==> config.mk <==
export PLATFORM = sky130hd
export DESIGN_NAME = csd_encoder
export DESIGN_NICKNAME = d
export VERILOG_FILES = /design/src/rtl/csd_pkg.sv /design/src/rtl/csd_digit_cell.sv /design/src/rtl/csd_encoder.sv
export SDC_FILE = /design/constraint.sdc
export NUM_CORES = 1
export LEC_CHECK = 0
export CAP_MARGIN = 20
export CORE_MARGIN = 10
export CORE_UTILIZATION = 60
export CTS_CLUSTER_SIZE = 14
export DETAILED_ROUTE_END_ITERATION = 8
export DONT_BUFFER_PORTS = 1
export HOLD_SLACK_MARGIN = 0.05
export MAX_ROUTING_LAYER = met4
export PLACE_DENSITY = 0.88
export SYNTH_ARGS = -nofsm -noshare
export SYNTH_HDL_FRONTEND = slang
export SYNTH_SLANG_ARGS = --single-unit
==> constraint.sdc <==
create_clock -name clk -period 3.4 [get_ports clk]
set_input_delay 0.34 -clock clk [delete_from_list [all_inputs] [get_ports clk]]
set_output_delay 0.34 -clock clk [all_outputs]
set_load 0.005 [all_outputs]
==> src/rtl/csd_pkg.sv <==
// Shared definitions for the CSD encoder: digit codes, FSM encoding and
// the nonzero-digit limit of the downstream position memory.
package csd_pkg;

    localparam logic [7:0] CSD_POS  = 8'h01;
    localparam logic [7:0] CSD_NEG  = 8'hFF;
    localparam logic [7:0] CSD_ZERO = 8'h00;

    // Depth of the downstream nonzero-position memory
    localparam int NZ_LIMIT = 4;

    typedef enum logic [1:0] {
        ST_IDLE = 2'b00,
        ST_ENC  = 2'b01,
        ST_DONE = 2'b10
    } csd_state_e;

    // True when a digit code carries a nonzero digit
    function automatic logic csd_is_nonzero(input logic [7:0] code);
        return (code != CSD_ZERO);
    endfunction

endpackage

==> src/rtl/csd_digit_cell.sv <==
// One step of the binary-to-CSD recoding: digit at bit i from b[i], b[i+1]
// and the incoming carry, plus the carry into bit i+1.
module csd_digit_cell
    import csd_pkg::*;
(
    input  logic       b_i,
    input  logic       b_i1,
    input  logic       c_in,
    output logic [7:0] digit,
    output logic       c_out
);

    // Digit selection and carry propagation for a single bit position
    always_comb begin
        digit = CSD_ZERO;
        c_out = (b_i & c_in) | ((b_i ^ c_in) & b_i1);
        if (b_i ^ c_in) begin
            if (b_i1) begin
                digit = CSD_NEG;
            end else begin
                digit = CSD_POS;
            end
        end else begin
            digit = CSD_ZERO;
        end
    end

endmodule

==> src/rtl/csd_encoder.sv <==
// Serial binary-to-CSD encoder: writes WIDTH+1 digits, LSB first, into the
// CSD digit memory, one per clock, then pulses done.
// Optional macro CSD_NZCOUNT_EN enables the saturating nonzero-digit counter
// (nz_count) and its overflow flag (nz_ovf); when undefined both are tied low.
// All outputs come straight from registers: the digit for the next write is
// computed one cycle early (from bin_in on the accepting edge, from the
// latched operand afterwards).
module csd_encoder
    import csd_pkg::*;
#(
    parameter int WIDTH  = 15,
    parameter int DIGITS = 16,
    parameter int AW     = 4
) (
    input  logic             clk,
    input  logic             reset,
    input  logic             start,
    input  logic [WIDTH-1:0] bin_in,
    output logic             wr_en,
    output logic [AW-1:0]    wr_addr,
    output logic [7:0]       wr_data,
    output logic             busy,
    output logic             done,
    output logic [2:0]       nz_count,
    output logic             nz_ovf
);

    // Operand zero-extended so that b[WIDTH] and b[WIDTH+1] read as 0
    localparam int EXT_W = 2 ** (AW + 1);
    localparam logic [AW-1:0] LAST_IDX = AW'(DIGITS - 1);

    csd_state_e       state_r, state_s;
    logic [WIDTH-1:0] operand_r, operand_s;
    logic             carry_r, carry_s;
    logic [AW-1:0]    idx_r, idx_s;
    logic             wr_en_r, wr_en_s;
    logic [7:0]       wr_data_r, wr_data_s;
    logic             busy_r, busy_s;
    logic             done_r, done_s;

    logic [WIDTH-1:0] src_s;
    logic [EXT_W-1:0] ext_s;
    logic [AW:0]      pos_s;
    logic [AW:0]      pos1_s;
    logic             cin_s;
    logic             b_i_s;
    logic             b_i1_s;
    logic [7:0]       cell_digit_s;
    logic             cell_carry_s;

    // Select the operand bits and carry for the digit that is written next
    always_comb begin
        src_s = operand_r;
        pos_s = '0;
        cin_s = 1'b0;
        if (state_r == ST_IDLE) begin
            src_s = bin_in;
            pos_s = '0;
            cin_s = 1'b0;
        end else begin
            src_s = operand_r;
            pos_s = {1'b0, idx_r} + {{AW{1'b0}}, 1'b1};
            cin_s = carry_r;
        end
        pos1_s = pos_s + {{AW{1'b0}}, 1'b1};
        ext_s  = EXT_W'(src_s);
        b_i_s  = ext_s[pos_s];
        b_i1_s = ext_s[pos1_s];
    end

    csd_digit_cell u_cell (
        .b_i   (b_i_s),
        .b_i1  (b_i1_s),
        .c_in  (cin_s),
        .digit (cell_digit_s),
        .c_out (cell_carry_s)
    );

    // Next-state and next-output decode for IDLE -> ENC -> DONE -> IDLE
    always_comb begin
        state_s   = state_r;
        operand_s = operand_r;
        carry_s   = carry_r;
        idx_s     = idx_r;
        wr_en_s   = 1'b0;
        wr_data_s = CSD_ZERO;
        busy_s    = busy_r;
        done_s    = 1'b0;
        case (state_r)
            ST_IDLE: begin
                if (start) begin
                    state_s   = ST_ENC;
                    operand_s = bin_in;
                    idx_s     = '0;
                    carry_s   = cell_carry_s;
                    wr_en_s   = 1'b1;
                    wr_data_s = cell_digit_s;
                    busy_s    = 1'b1;
                end else begin
                    busy_s    = 1'b0;
                end
            end
            ST_ENC: begin
                if (idx_r == LAST_IDX) begin
                    state_s = ST_DONE;
                    done_s  = 1'b1;
                    busy_s  = 1'b1;
                end else begin
                    idx_s     = idx_r + {{(AW-1){1'b0}}, 1'b1};
                    carry_s   = cell_carry_s;
                    wr_en_s   = 1'b1;
                    wr_data_s = cell_digit_s;
                end
            end
            ST_DONE: begin
                state_s = ST_IDLE;
                busy_s  = 1'b0;
                idx_s   = '0;
                carry_s = 1'b0;
            end
            default: begin
                state_s = ST_IDLE;
                busy_s  = 1'b0;
                idx_s   = '0;
                carry_s = 1'b0;
            end
        endcase
    end

    // State, datapath and output registers; reset aborts any conversion
    always_ff @(posedge clk or posedge reset) begin
        if (reset) begin
            state_r   <= ST_IDLE;
            operand_r <= '0;
            carry_r   <= 1'b0;
            idx_r     <= '0;
            wr_en_r   <= 1'b0;
            wr_data_r <= CSD_ZERO;
            busy_r    <= 1'b0;
            done_r    <= 1'b0;
        end else begin
            state_r   <= state_s;
            operand_r <= operand_s;
            carry_r   <= carry_s;
            idx_r     <= idx_s;
            wr_en_r   <= wr_en_s;
            wr_data_r <= wr_data_s;
            busy_r    <= busy_s;
            done_r    <= done_s;
        end
    end

    assign wr_en   = wr_en_r;
    assign wr_addr = idx_r;
    assign wr_data = wr_data_r;
    assign busy    = busy_r;
    assign done    = done_r;

`ifdef CSD_NZCOUNT_EN
    logic [2:0] nz_count_r;
    logic       nz_ovf_r;
    logic       nz_clr_s;
    logic       nz_inc_s;

    // Counter controls: restart on an accepted start, count each nonzero write
    always_comb begin
        nz_clr_s = (state_r == ST_IDLE) && start;
        nz_inc_s = csd_is_nonzero(wr_data_s);
    end

    // Saturating nonzero-digit counter with sticky overflow beyond NZ_LIMIT
    always_ff @(posedge clk or posedge reset) begin
        if (reset) begin
            nz_count_r <= 3'd0;
            nz_ovf_r   <= 1'b0;
        end else if (nz_clr_s) begin
            nz_count_r <= nz_inc_s ? 3'd1 : 3'd0;
            nz_ovf_r   <= 1'b0;
        end else if (nz_inc_s) begin
            nz_count_r <= (nz_count_r == 3'd7) ? 3'd7 : (nz_count_r + 3'd1);
            nz_ovf_r   <= nz_ovf_r | (nz_count_r >= 3'(NZ_LIMIT));
        end else begin
            nz_count_r <= nz_count_r;
            nz_ovf_r   <= nz_ovf_r;
        end
    end

    assign nz_count = nz_count_r;
    assign nz_ovf   = nz_ovf_r;
`else
    assign nz_count = 3'd0;
    assign nz_ovf   = 1'b0;
`endif

endmodule

==> impl_metrics.xml, run 1 <==
<?xml version="1.0" encoding="UTF-8"?>
<metrics>
  <group name="placed_design">
    <metric name="buffer_ports.inserted" unit="">0</metric>
    <metric name="globalplace.congestion" unit="">0.819</metric>
    <metric name="pre_cts_slack" unit="ns">0.165</metric>
    <metric name="place.detailed.hpwl" unit="um">2480</metric>
  </group>
  <group name="route">
    <metric name="first_pass_iters" unit="">4</metric>
    <metric name="detail_route.drc_violations" unit="">0</metric>
    <metric name="remaining_number_of_nets_flagged_by_the_antenna_check_after_routing" unit="">0</metric>
    <metric name="dr_total_vias" unit="">1136</metric>
    <metric name="wl_per_cell" unit="um">18.0</metric>
    <metric name="drtIter0Drc" unit="">65</metric>
    <metric name="drt-vias-per-instance" unit="">6.31</metric>
    <metric name="wl" unit="um">3250</metric>
  </group>
  <group name="synthesis">
    <metric name="ys.flop_type" unit="">sky130_fd_sc_hd__dfrtp_1</metric>
    <metric name="synth_edf_count" unit="">0</metric>
    <metric name="post-synth-top-count-cell" unit="">sky130_fd_sc_hd__dfrtp_1</metric>
    <metric name="synth_area" unit="um2">1670</metric>
    <metric name="synth_sequential_area_ratio" unit="%">40.6</metric>
    <metric name="post-synth-top-area-fraction" unit="%">40.6</metric>
    <metric name="synth_area_leader_cell" unit="">sky130_fd_sc_hd__dfrtp_1</metric>
    <metric name="synth.ff_latch_count" unit="">27</metric>
    <metric name="yosys_warning_total" unit="">0</metric>
    <metric name="syn_area_per_cell" unit="um2">10.8</metric>
    <metric name="cell_variety_after_synth" unit="">37</metric>
    <metric name="post_synth_inst_count" unit="">154</metric>
    <metric name="netlist_top_cells_area" unit="">sky130_fd_sc_hd__dfrtp_1, sky130_fd_sc_hd__mux2_2, sky130_fd_sc_hd__mux4_2</metric>
    <metric name="list_of_most_frequent_post_synthesis_cells" unit="">sky130_fd_sc_hd__dfrtp_1, sky130_fd_sc_hd__mux2_2, sky130_fd_sc_hd__nor2_1</metric>
    <metric name="postSynth.asyncResetShare" unit="%">100</metric>
  </group>
  <group name="clocking">
    <metric name="clock-root-buffer" unit="">sky130_fd_sc_hd__clkbuf_4</metric>
    <metric name="worst_setup_hold_path_clk_slew" unit="ns">0.14</metric>
    <metric name="cts_tree" unit="">done</metric>
    <metric name="clock_tree.htree_level_count" unit="">1</metric>
    <metric name="clock_tree.buffer_depth" unit="">2</metric>
    <metric name="insertion_delay" unit="ns">0.33</metric>
    <metric name="numCtsBuffers" unit="">3</metric>
    <metric name="cts_num_sinks" unit="">27</metric>
  </group>
  <group name="worst_setup_path">
    <metric name="worst_r2r_endpoint" unit="">carry_r</metric>
    <metric name="worst-endpoint-required" unit="ns">3.68</metric>
    <metric name="ws_path_type" unit="">reg2reg</metric>
    <metric name="startpoint_type" unit="">flip-flop</metric>
    <metric name="reg2reg_depth" unit="">11</metric>
    <metric name="worst-path-max-fanout" unit="">6</metric>
    <metric name="reg2reg_slack" unit="ns">0.35</metric>
    <metric name="critical_path_arrival" unit="ns">3.33</metric>
    <metric name="worstReg2RegStart" unit="">wr_addr[1]</metric>
    <metric name="critical_path.endpoint_type" unit="">flip-flop</metric>
  </group>
  <group name="layout">
    <metric name="area_growth_syn_to_layout" unit="%">2.55</metric>
    <metric name="nFillCells" unit="">219</metric>
    <metric name="final_layout_size_suffix_gt1_share" unit="%">26.8</metric>
    <metric name="design.final.nets" unit="">171</metric>
    <metric name="antennaDiodeCount" unit="">0</metric>
    <metric name="finish.utilization" unit="%">63.0</metric>
  </group>
  <group name="global_route">
    <metric name="global_route.usage.total" unit="%">12.8</metric>
    <metric name="globalRouteOverflowTotal" unit="">0</metric>
    <metric name="grt_pass1_vias" unit="">1143</metric>
    <metric name="grt_start_max_net_pins" unit="">28</metric>
    <metric name="grt_pass1_wl" unit="um">5380</metric>
    <metric name="grt_antenna_before_repair" unit="">0</metric>
  </group>
  <group name="die">
    <metric name="placement_rows" unit="">19</metric>
    <metric name="die_height" unit="um">72.7</metric>
    <metric name="core_area" unit="um2">2710</metric>
    <metric name="ios" unit="">37</metric>
    <metric name="design.die.area" unit="um2">5280</metric>
    <metric name="chipWidth" unit="um">72.7</metric>
    <metric name="initial_utilization" unit="%">61.4</metric>
  </group>
  <group name="timing">
    <metric name="period_minus_slack" unit="ns">3.05</metric>
    <metric name="timing.clock.skew" unit="ns">0.00616</metric>
    <metric name="setup_viol" unit="">0</metric>
    <metric name="period_share" unit="%">89.6</metric>
    <metric name="relSlewSlack" unit="%">55.2</metric>
    <metric name="setup-tns-final" unit="ns">0</metric>
    <metric name="clock.fmax" unit="MHz">328</metric>
    <metric name="tightest_slew" unit="ns">0.672</metric>
    <metric name="slew_violations" unit="">0</metric>
    <metric name="final-hold-violation-count" unit="">0</metric>
    <metric name="final_critical_path_setup_slack" unit="ns">0.353</metric>
    <metric name="unrepaired_setup_endpoints_after_global_routing" unit="">false</metric>
  </group>
  <group name="job">
    <metric name="max_cap_viol_count" unit="">0</metric>
  </group>
  <group name="worst_hold_path">
    <metric name="hold_end" unit="">operand_r[0]</metric>
    <metric name="min_delay_path_depth" unit="">1</metric>
    <metric name="hp-start" unit="">bin_in[0]</metric>
    <metric name="hold_wc_path_type" unit="">in2reg</metric>
  </group>
  <group name="power">
    <metric name="cellPowerDensity" unit="nW/um2">1220</metric>
    <metric name="leakagePower" unit="nW">0.710</metric>
    <metric name="report.power.total" unit="mW">2.08</metric>
    <metric name="peakVddDrop" unit="uV">815</metric>
  </group>
  <group name="status">
    <metric name="outcome" unit="">complete, no violations</metric>
  </group>
</metrics>
power by group:
part           switching [mW]  total [mW]  internal (mW)
clock network          0.0943       0.140         0.0460
registers               0.153       0.631          0.478
logic                   0.604        1.31          0.705
total                   0.851        2.08           1.23
logic make-up (layout without fill, tap and decap cells):
| logic type | Yosys count | in the layout | share of synthesized area [%] |
|---|---|---|---|
| AOI/OAI and AO/OA | 20 | 20 | 7.66 |
| and+or+nand+nor | 48 | 48 | 15.3 |
| other | 1 | 4 | 0.225 |
| adders and majority gates | 3 | 3 | 2.25 |
| DFF | 27 | 27 | 40.6 |
| muxes | 31 | 31 | 24.1 |
| xor gates and xnor gates | 5 | 5 | 2.63 |
| buffers and inverters | 19 | 11 | 7.29 |
cell usage in the layout, fill, tap and decap left out, drive strengths merged, types with 2 or more instances in the layout:
cell    count
nand4b      2
nor2       18
clkbuf      4
xnor2       2
nor3b       4
o311ai      2
buf         5
dfrtp      27
mux4        5
nand2b      2
nand2       5
a21oi       3
xor2        3
nand3       3
conb        4
mux2       23
nor3        3
nor2b       2
and2        5
ha          3
o21ai       8
mux2i       3
worst max-delay path: stages (launching register included):
cell                       delay (ns)
sky130_fd_sc_hd__dfrtp_1         0.47
sky130_fd_sc_hd__ha_1            0.35
sky130_fd_sc_hd__mux2_2          0.35
sky130_fd_sc_hd__a22oi_1         0.20
sky130_fd_sc_hd__o21ai_0         0.11
sky130_fd_sc_hd__o211ai_1        0.17
sky130_fd_sc_hd__o21ai_0         0.11
sky130_fd_sc_hd__ha_1            0.31
sky130_fd_sc_hd__or4bb_1         0.39
sky130_fd_sc_hd__o21ai_0         0.14
sky130_fd_sc_hd__nor3b_2         0.26
sky130_fd_sc_hd__a311o_1         0.14
per-stage QoR:
stage | hold WS (ns) | instances | cell area [um2]
detailed placement | 0.495 | 174 | 1630
CTS | 0.145 | 178 | 1650
finish | 0.148 | 180 | 1710
global placement | 0.492 | 174 | 1630
floorplan | 0.393 | 157 | 1680
global route | 0.134 | 180 | 1710
sequential cells by signal (all words and copies together), names as in the netlist:
register	flops
wr_addr	4
operand_r	15
wr_en	1
wr_data	2
busy	1
carry_r	1
done	1
state_r	2
worst max-delay path by stage:
| stage | end | from | depth (start not counted) |
|---|---|---|---|
| 2_1_floorplan | carry_r | wr_addr[0] | 11 |
| 3_3_place_gp | carry_r | wr_addr[1] | 11 |
| 3_5_place_dp | carry_r | wr_addr[1] | 11 |
| 4_1_cts | carry_r | wr_addr[1] | 12 |
| 5_1_grt | carry_r | wr_addr[1] | 12 |
| 6_report | carry_r | wr_addr[1] | 11 |
area by class of cell:
type / count / area (um2) / area share [%]
well taps: 31 / 38.8 / 2.27
flip-flops and latches: 27 / 677 / 39.6
multi-input cells: 111 / 895 / 52.4
clock buffers: 4 / 26.3 / 1.54
repair buffers: 6 / 67.6 / 3.96
inverters: 1 / 3.75 / 0.220
timing repair:
item                       CTS  global route
setup endpoints to repair    0             2
hold endpoints to repair     0             4
setup buffers                0             0
hold buffers                 0             1
gates resized for setup      0             4
routing by layer:
metal / share of wire, % / wire length, um / global-route usage, % / up-vias
met5: 0 / 0 / - / -
met4: 1.5 / 50 / 3.80 / 0
met3: 6.5 / 212 / 3.40 / 7
met2: 52 / 1690 / 21.7 / 34
met1: 40 / 1290 / 14.4 / 566
li1: - / - / - / 529
Note: power is estimated with default switching activity, not from simulation.
==> run 2, diff against run 1 <==
GPL_TIMING_DRIVEN = 0   (was unset)
==> impl_metrics.xml, run 2 (synthesis results as in run 1) <==
<?xml version="1.0" encoding="UTF-8"?>
<metrics>
  <group name="worst_setup_path">
    <metric name="worstSetupStartpoint" unit="">wr_addr[1]</metric>
    <metric name="worstReg2RegStart" unit="">wr_addr[1]</metric>
    <metric name="ws_path_type" unit="">reg2reg</metric>
    <metric name="cp_slowest_stage_delay" unit="ns">0.49</metric>
    <metric name="startpoint_type" unit="">flip-flop</metric>
    <metric name="worst-path-buf-inv" unit="">0</metric>
    <metric name="critical_path_arrival" unit="ns">3.46</metric>
    <metric name="crit_path_frequent_cell" unit="">sky130_fd_sc_hd__o21ai_0</metric>
    <metric name="worstPathCellList" unit="">ha_4 -&gt; mux2_2 -&gt; a22oi_1 -&gt; o21ai_0 -&gt; o211ai_1 -&gt; o21ai_0 -&gt; ha_1 -&gt; or4bb_1 -&gt; o21ai_0 -&gt; nor3b_2 -&gt; a311o_1</metric>
    <metric name="worst-path-max-fanout" unit="">8</metric>
    <metric name="worst-endpoint-required" unit="ns">3.67</metric>
    <metric name="slowest_stage" unit="">sky130_fd_sc_hd__dfrtp_1</metric>
    <metric name="critical_path.endpoint_type" unit="">flip-flop</metric>
    <metric name="cp_top_family" unit="">compound AO/OA/AOI/OAI gates</metric>
  </group>
  <group name="layout">
    <metric name="final_cell_area" unit="um2">1820</metric>
    <metric name="final_layout_size_suffix_gt1_share" unit="%">31.5</metric>
    <metric name="antennaDiodeCount" unit="">0</metric>
    <metric name="largest_register" unit="">operand_r</metric>
    <metric name="final_cell_count_no_fill" unit="">193</metric>
    <metric name="most_common_cell_after_layout_fill_and_taps_aside" unit="">sky130_fd_sc_hd__dfrtp_1</metric>
    <metric name="mostFrequentLayoutCells" unit="">sky130_fd_sc_hd__dfrtp_1, sky130_fd_sc_hd__mux2_2, sky130_fd_sc_hd__nor2_1</metric>
    <metric name="nFillCells" unit="">219</metric>
    <metric name="multiInputGateArea" unit="um2">916</metric>
    <metric name="sequential_cell_area" unit="um2">677</metric>
    <metric name="area_growth_syn_to_layout" unit="%">9.02</metric>
    <metric name="design.final.nets" unit="">184</metric>
    <metric name="largest_reg_flops" unit="">15</metric>
  </group>
  <group name="placed_design">
    <metric name="buffer_ports.inserted" unit="">0</metric>
    <metric name="globalplace.congestion" unit="">0.887</metric>
    <metric name="place.detailed.instances" unit="">188</metric>
    <metric name="place.detailed.hpwl" unit="um">2690</metric>
    <metric name="place_area" unit="um2">1720</metric>
  </group>
  <group name="worst_hold_path">
    <metric name="hp-start" unit="">bin_in[4]</metric>
    <metric name="hold_wc_path_type" unit="">in2reg</metric>
  </group>
  <group name="route">
    <metric name="wl_per_cell" unit="um">17.8</metric>
    <metric name="dr_total_vias" unit="">1181</metric>
    <metric name="detail_route.drc_violations" unit="">0</metric>
    <metric name="drt-vias-per-instance" unit="">6.12</metric>
    <metric name="first_pass_iters" unit="">4</metric>
    <metric name="remaining_number_of_nets_flagged_by_the_antenna_check_after_routing" unit="">0</metric>
    <metric name="wl" unit="um">3440</metric>
    <metric name="drtIter0Drc" unit="">61</metric>
  </group>
  <group name="global_route">
    <metric name="global_route.usage.total" unit="%">13.8</metric>
    <metric name="grt_pass1_vias" unit="">1197</metric>
    <metric name="grt_start_max_net_pins" unit="">28</metric>
    <metric name="grt_pass1_wl" unit="um">5820</metric>
    <metric name="grt_antenna_before_repair" unit="">0</metric>
    <metric name="globalRouteOverflowTotal" unit="">0</metric>
  </group>
  <group name="status">
    <metric name="outcome" unit="">complete, no violations</metric>
  </group>
  <group name="clocking">
    <metric name="clock-root-buffer" unit="">sky130_fd_sc_hd__clkbuf_4</metric>
    <metric name="worst_setup_hold_path_clk_slew" unit="ns">0.14</metric>
    <metric name="cts_num_sinks" unit="">27</metric>
    <metric name="clock_tree.htree_level_count" unit="">1</metric>
    <metric name="post-cts-setup-buffer-count" unit="">0</metric>
    <metric name="numCtsBuffers" unit="">3</metric>
    <metric name="clock_tree.buffer_depth" unit="">2</metric>
    <metric name="cts_tree" unit="">done</metric>
    <metric name="insertion_delay" unit="ns">0.32</metric>
  </group>
  <group name="power">
    <metric name="net_sw_power" unit="mW">0.885</metric>
    <metric name="internal_power_of_the_cells" unit="mW">1.29</metric>
    <metric name="peakVddDrop" unit="uV">918</metric>
    <metric name="combPwrFrac" unit="%">65.2</metric>
    <metric name="leakagePower" unit="nW">0.771</metric>
    <metric name="cellPowerDensity" unit="nW/um2">1200</metric>
    <metric name="power_frac_seq" unit="%">28.5</metric>
    <metric name="power.share.switching" unit="%">40.7</metric>
    <metric name="pwr-share-clk" unit="%">6.2</metric>
  </group>
  <group name="timing">
    <metric name="clock.fmax" unit="MHz">314</metric>
    <metric name="tightest_slew" unit="ns">0.541</metric>
    <metric name="final-hold-violation-count" unit="">0</metric>
    <metric name="period_minus_slack" unit="ns">3.18</metric>
    <metric name="final.hold.worst_slack" unit="ns">0.156</metric>
    <metric name="slew_violations" unit="">0</metric>
    <metric name="timing.clock.skew" unit="ns">0.00454</metric>
    <metric name="relSlewSlack" unit="%">63.5</metric>
    <metric name="setup_viol" unit="">0</metric>
    <metric name="period_share" unit="%">93.7</metric>
  </group>
  <group name="die">
    <metric name="chipWidth" unit="um">72.7</metric>
    <metric name="ios" unit="">37</metric>
    <metric name="core_area" unit="um2">2710</metric>
    <metric name="initial_utilization" unit="%">61.4</metric>
    <metric name="die_height" unit="um">72.7</metric>
    <metric name="placement_rows" unit="">19</metric>
    <metric name="design.die.area" unit="um2">5280</metric>
  </group>
  <group name="job">
    <metric name="max_cap_viol_count" unit="">0</metric>
  </group>
</metrics>
-- run 2: area by class of cell --
cell class                      instances  area share [%]
Buffer                                 17            6.34
Clock inverter                          1           0.276
Timing Repair Buffer                    2            2.07
Multi-Input combinational cell        111            50.4
Sequential cell                        27            37.3
Tap cell                               31            2.14
Clock buffer                            3            1.24
Inverter                                1           0.207
-- run 2: timing repair --
item | in CTS | in global routing
hold buffers | 0 | 1
endpoints found under the hold margin | 0 | 27
setup endpoints to repair | 2 | 2
resized for setup | 1 | 7
-- run 2: power by group through the flow --
stage	registers [mW]	clock network, mW	logic (mW)
floorplan	0.574	0	1.12
global placement	0.606	0	1.28
detailed placement	0.622	0	1.33
CTS	0.614	0.139	1.35
global route	0.644	0.158	1.58
finish	0.620	0.136	1.42
-- run 2: worst paths after layout --
check / end / slack, ns / depth (start not counted)
worst min-delay path: operand_r[4] / 0.16 / 1
worst min register to register: operand_r[2] / 0.55 / 1
worst max register to register: carry_r / 0.22 / 11
max in group asynchronous: wr_addr[0] / 2.72 / 3
min in group asynchronous: busy / 0.32 / 2
worst max-delay path: carry_r / 0.22 / 11
-- run 2: metal layers --
layer | vias up | share of wire [%] | track usage [%]
li1 | 562 | - | -
met3 | 7 | 7.9 | 4.49
met4 | 0 | 1.7 | 5.27
met5 | - | 0 | -
met2 | 34 | 52 | 23.0
met1 | 578 | 39 | 15.0
-- run 2: metrics by stage --
step	power, mW	utilization, %	worst slack [ns]	setup TNS [ns]
after global routing	2.39	67.0	-0.0379	-0.0577
after floorplan	1.70	-	0.439	0
after global placement	1.88	63.3	0.0381	0
after detailed placement	1.95	63.3	-0.0356	-0.0572
after CTS	2.10	64.6	0.0528	0
final	2.17	67.0	0.215	0
==> run 3, diff against run 2 <==
CAP_MARGIN = unset   (was 20)
==> impl_metrics.xml, run 3 (synthesis results as in run 1) <==
<?xml version="1.0" encoding="UTF-8"?>
<metrics>
  <group name="layout">
    <metric name="nFillCells" unit="">224</metric>
    <metric name="sequential_cell_area" unit="um2">677</metric>
    <metric name="antennaDiodeCount" unit="">0</metric>
    <metric name="final_layout_size_suffix_gt1_share" unit="%">31.3</metric>
    <metric name="largest_register" unit="">operand_r</metric>
    <metric name="area_growth_syn_to_layout" unit="%">6.76</metric>
    <metric name="largest_reg_flops" unit="">15</metric>
    <metric name="mostFrequentLayoutCells" unit="">sky130_fd_sc_hd__dfrtp_1, sky130_fd_sc_hd__mux2_2, sky130_fd_sc_hd__nor2_1</metric>
    <metric name="design.final.nets" unit="">182</metric>
    <metric name="multiInputGateArea" unit="um2">916</metric>
    <metric name="most_common_cell_after_layout_fill_and_taps_aside" unit="">sky130_fd_sc_hd__dfrtp_1</metric>
  </group>
  <group name="clocking">
    <metric name="clock-root-buffer" unit="">sky130_fd_sc_hd__clkbuf_4</metric>
    <metric name="post-cts-setup-buffer-count" unit="">0</metric>
    <metric name="numCtsBuffers" unit="">3</metric>
    <metric name="cts_resized" unit="">1</metric>
    <metric name="worst_setup_hold_path_clk_slew" unit="ns">0.14</metric>
    <metric name="clock_tree.buffer_depth" unit="">2</metric>
    <metric name="clock_tree.htree_level_count" unit="">1</metric>
    <metric name="cts_tree" unit="">done</metric>
    <metric name="insertion_delay" unit="ns">0.32</metric>
    <metric name="cts_num_sinks" unit="">27</metric>
    <metric name="holdBufCountCts" unit="">0</metric>
  </group>
  <group name="power">
    <metric name="pwr-share-clk" unit="%">6.4</metric>
    <metric name="combPwrFrac" unit="%">65.1</metric>
    <metric name="net_sw_power" unit="mW">0.882</metric>
    <metric name="leakagePower" unit="nW">0.754</metric>
    <metric name="internal_power_of_the_cells" unit="mW">1.28</metric>
    <metric name="power.share.switching" unit="%">40.7</metric>
    <metric name="power_frac_seq" unit="%">28.5</metric>
    <metric name="cellPowerDensity" unit="nW/um2">1220</metric>
    <metric name="report.power.total" unit="mW">2.17</metric>
    <metric name="peakVddDrop" unit="uV">920</metric>
  </group>
  <group name="timing">
    <metric name="period_minus_slack" unit="ns">3.15</metric>
    <metric name="setup-tns-final" unit="ns">0</metric>
    <metric name="clock.fmax" unit="MHz">317</metric>
    <metric name="tightest_slew" unit="ns">1.00</metric>
    <metric name="period_share" unit="%">92.7</metric>
    <metric name="timing.clock.skew" unit="ns">0.00448</metric>
    <metric name="setup_viol" unit="">0</metric>
    <metric name="relSlewSlack" unit="%">33.0</metric>
    <metric name="final-hold-violation-count" unit="">0</metric>
    <metric name="slew_violations" unit="">0</metric>
  </group>
  <group name="worst_setup_path">
    <metric name="worst-path-max-fanout" unit="">8</metric>
    <metric name="cp_slowest_stage_delay" unit="ns">0.49</metric>
    <metric name="worst-endpoint-required" unit="ns">3.67</metric>
    <metric name="worst-path-buf-inv" unit="">0</metric>
    <metric name="reg2reg_slack" unit="ns">0.25</metric>
    <metric name="ws_path_type" unit="">reg2reg</metric>
    <metric name="crit_path_frequent_cell" unit="">sky130_fd_sc_hd__o21ai_0</metric>
    <metric name="cp_top_family" unit="">compound AO/OA/AOI/OAI gates</metric>
    <metric name="critical_path_arrival" unit="ns">3.43</metric>
    <metric name="reg2reg_depth" unit="">11</metric>
    <metric name="slowest_stage" unit="">sky130_fd_sc_hd__dfrtp_1</metric>
    <metric name="worst_r2r_endpoint" unit="">carry_r</metric>
    <metric name="worstPathCellList" unit="">ha_4 -&gt; mux2_2 -&gt; a22oi_1 -&gt; o21ai_0 -&gt; o211ai_1 -&gt; o21ai_0 -&gt; ha_1 -&gt; or4bb_1 -&gt; o21ai_0 -&gt; nor3b_2 -&gt; a311o_1</metric>
    <metric name="startpoint_type" unit="">flip-flop</metric>
    <metric name="worstReg2RegStart" unit="">wr_addr[1]</metric>
    <metric name="critical_path.endpoint_type" unit="">flip-flop</metric>
  </group>
  <group name="global_route">
    <metric name="grt_antenna_before_repair" unit="">0</metric>
    <metric name="globalRouteOverflowTotal" unit="">0</metric>
    <metric name="global_route.usage.total" unit="%">13.8</metric>
    <metric name="grt_pass1_vias" unit="">1197</metric>
    <metric name="grt_start_max_net_pins" unit="">28</metric>
    <metric name="grt_pass1_wl" unit="um">5820</metric>
  </group>
  <group name="route">
    <metric name="first_pass_iters" unit="">4</metric>
    <metric name="drtIter0Drc" unit="">64</metric>
    <metric name="wl" unit="um">3410</metric>
    <metric name="wl_per_cell" unit="um">17.9</metric>
    <metric name="drt-vias-per-instance" unit="">6.14</metric>
    <metric name="remaining_number_of_nets_flagged_by_the_antenna_check_after_routing" unit="">0</metric>
    <metric name="dr_total_vias" unit="">1172</metric>
    <metric name="detail_route.drc_violations" unit="">0</metric>
  </group>
  <group name="status">
    <metric name="outcome" unit="">complete, no violations</metric>
  </group>
  <group name="die">
    <metric name="placement_rows" unit="">19</metric>
    <metric name="initial_utilization" unit="%">61.4</metric>
    <metric name="core_area" unit="um2">2710</metric>
    <metric name="chipWidth" unit="um">72.7</metric>
    <metric name="die_height" unit="um">72.7</metric>
    <metric name="design.die.area" unit="um2">5280</metric>
    <metric name="ios" unit="">37</metric>
  </group>
  <group name="placed_design">
    <metric name="buffer_ports.inserted" unit="">0</metric>
    <metric name="place.detailed.hpwl" unit="um">2690</metric>
    <metric name="globalplace.congestion" unit="">0.887</metric>
  </group>
  <group name="worst_hold_path">
    <metric name="hold_wc_path_type" unit="">in2async</metric>
  </group>
  <group name="job">
    <metric name="max_cap_viol_count" unit="">0</metric>
  </group>
</metrics>
[run 3: worst max path at each step]
stage	startpoint	endpoint	depth (start not counted)
floorplan	wr_addr[0]	carry_r	11
global placement	wr_addr[0]	carry_r	11
detailed placement	wr_addr[0]	carry_r	11
CTS	wr_addr[0]	carry_r	11
global route	wr_addr[1]	carry_r	11
finish	wr_addr[1]	carry_r	11
[run 3: power by group through the flow]
stage                     clock network [mW]  logic (mW)  registers, mW
after floorplan                            0        1.12          0.574
after global placement                     0        1.28          0.606
after detailed placement                   0        1.33          0.622
after CTS                              0.139        1.35          0.614
after global routing                   0.156        1.58          0.644
final                                  0.138        1.41          0.618
[run 3: layout make-up]
| type | instances | area share, % |
|---|---|---|
| clock inverters | 1 | 0.281 |
| inverters | 1 | 0.211 |
| multi-input cells | 111 | 51.5 |
| plain buffers | 17 | 6.47 |
| well taps | 31 | 2.18 |
| clock buffers | 3 | 1.27 |
| flip-flops and latches | 27 | 38.1 |
[run 3: per-layer routing]
metal	GRT usage (%)	wire length [um]	vias up
li1	-	-	555
met4	5.27	36	0
met5	-	0	-
met1	15.0	1270	576
met2	23.0	1830	36
met3	4.49	277	5
[run 3: worst register-to-register path: cells and delay by family, from the launching register on]
family	cells	cell delay, ns
AO/OA/AOI/OAI	6	0.94
adder cells (fa/ha/maj)	2	0.67
flip-flops	1	0.49
multiplexers	1	0.34
AND/OR/NAND/NOR	2	0.67
[run 3: metrics by stage]
stage / setup slack [ns] / util, % / instances / hold slack [ns] / cell area (um2)
2_1_floorplan: 0.439 / - / 157 / 0.393 / 1680
3_3_place_gp: 0.0381 / 63.3 / 188 / 0.492 / 1720
3_5_place_dp: -0.0356 / 63.3 / 188 / 0.495 / 1720
4_1_cts: 0.0528 / 64.6 / 192 / 0.152 / 1750
5_1_grt: -0.0425 / 65.6 / 191 / 0.127 / 1780
6_report: 0.247 / 65.6 / 191 / 0.121 / 1780
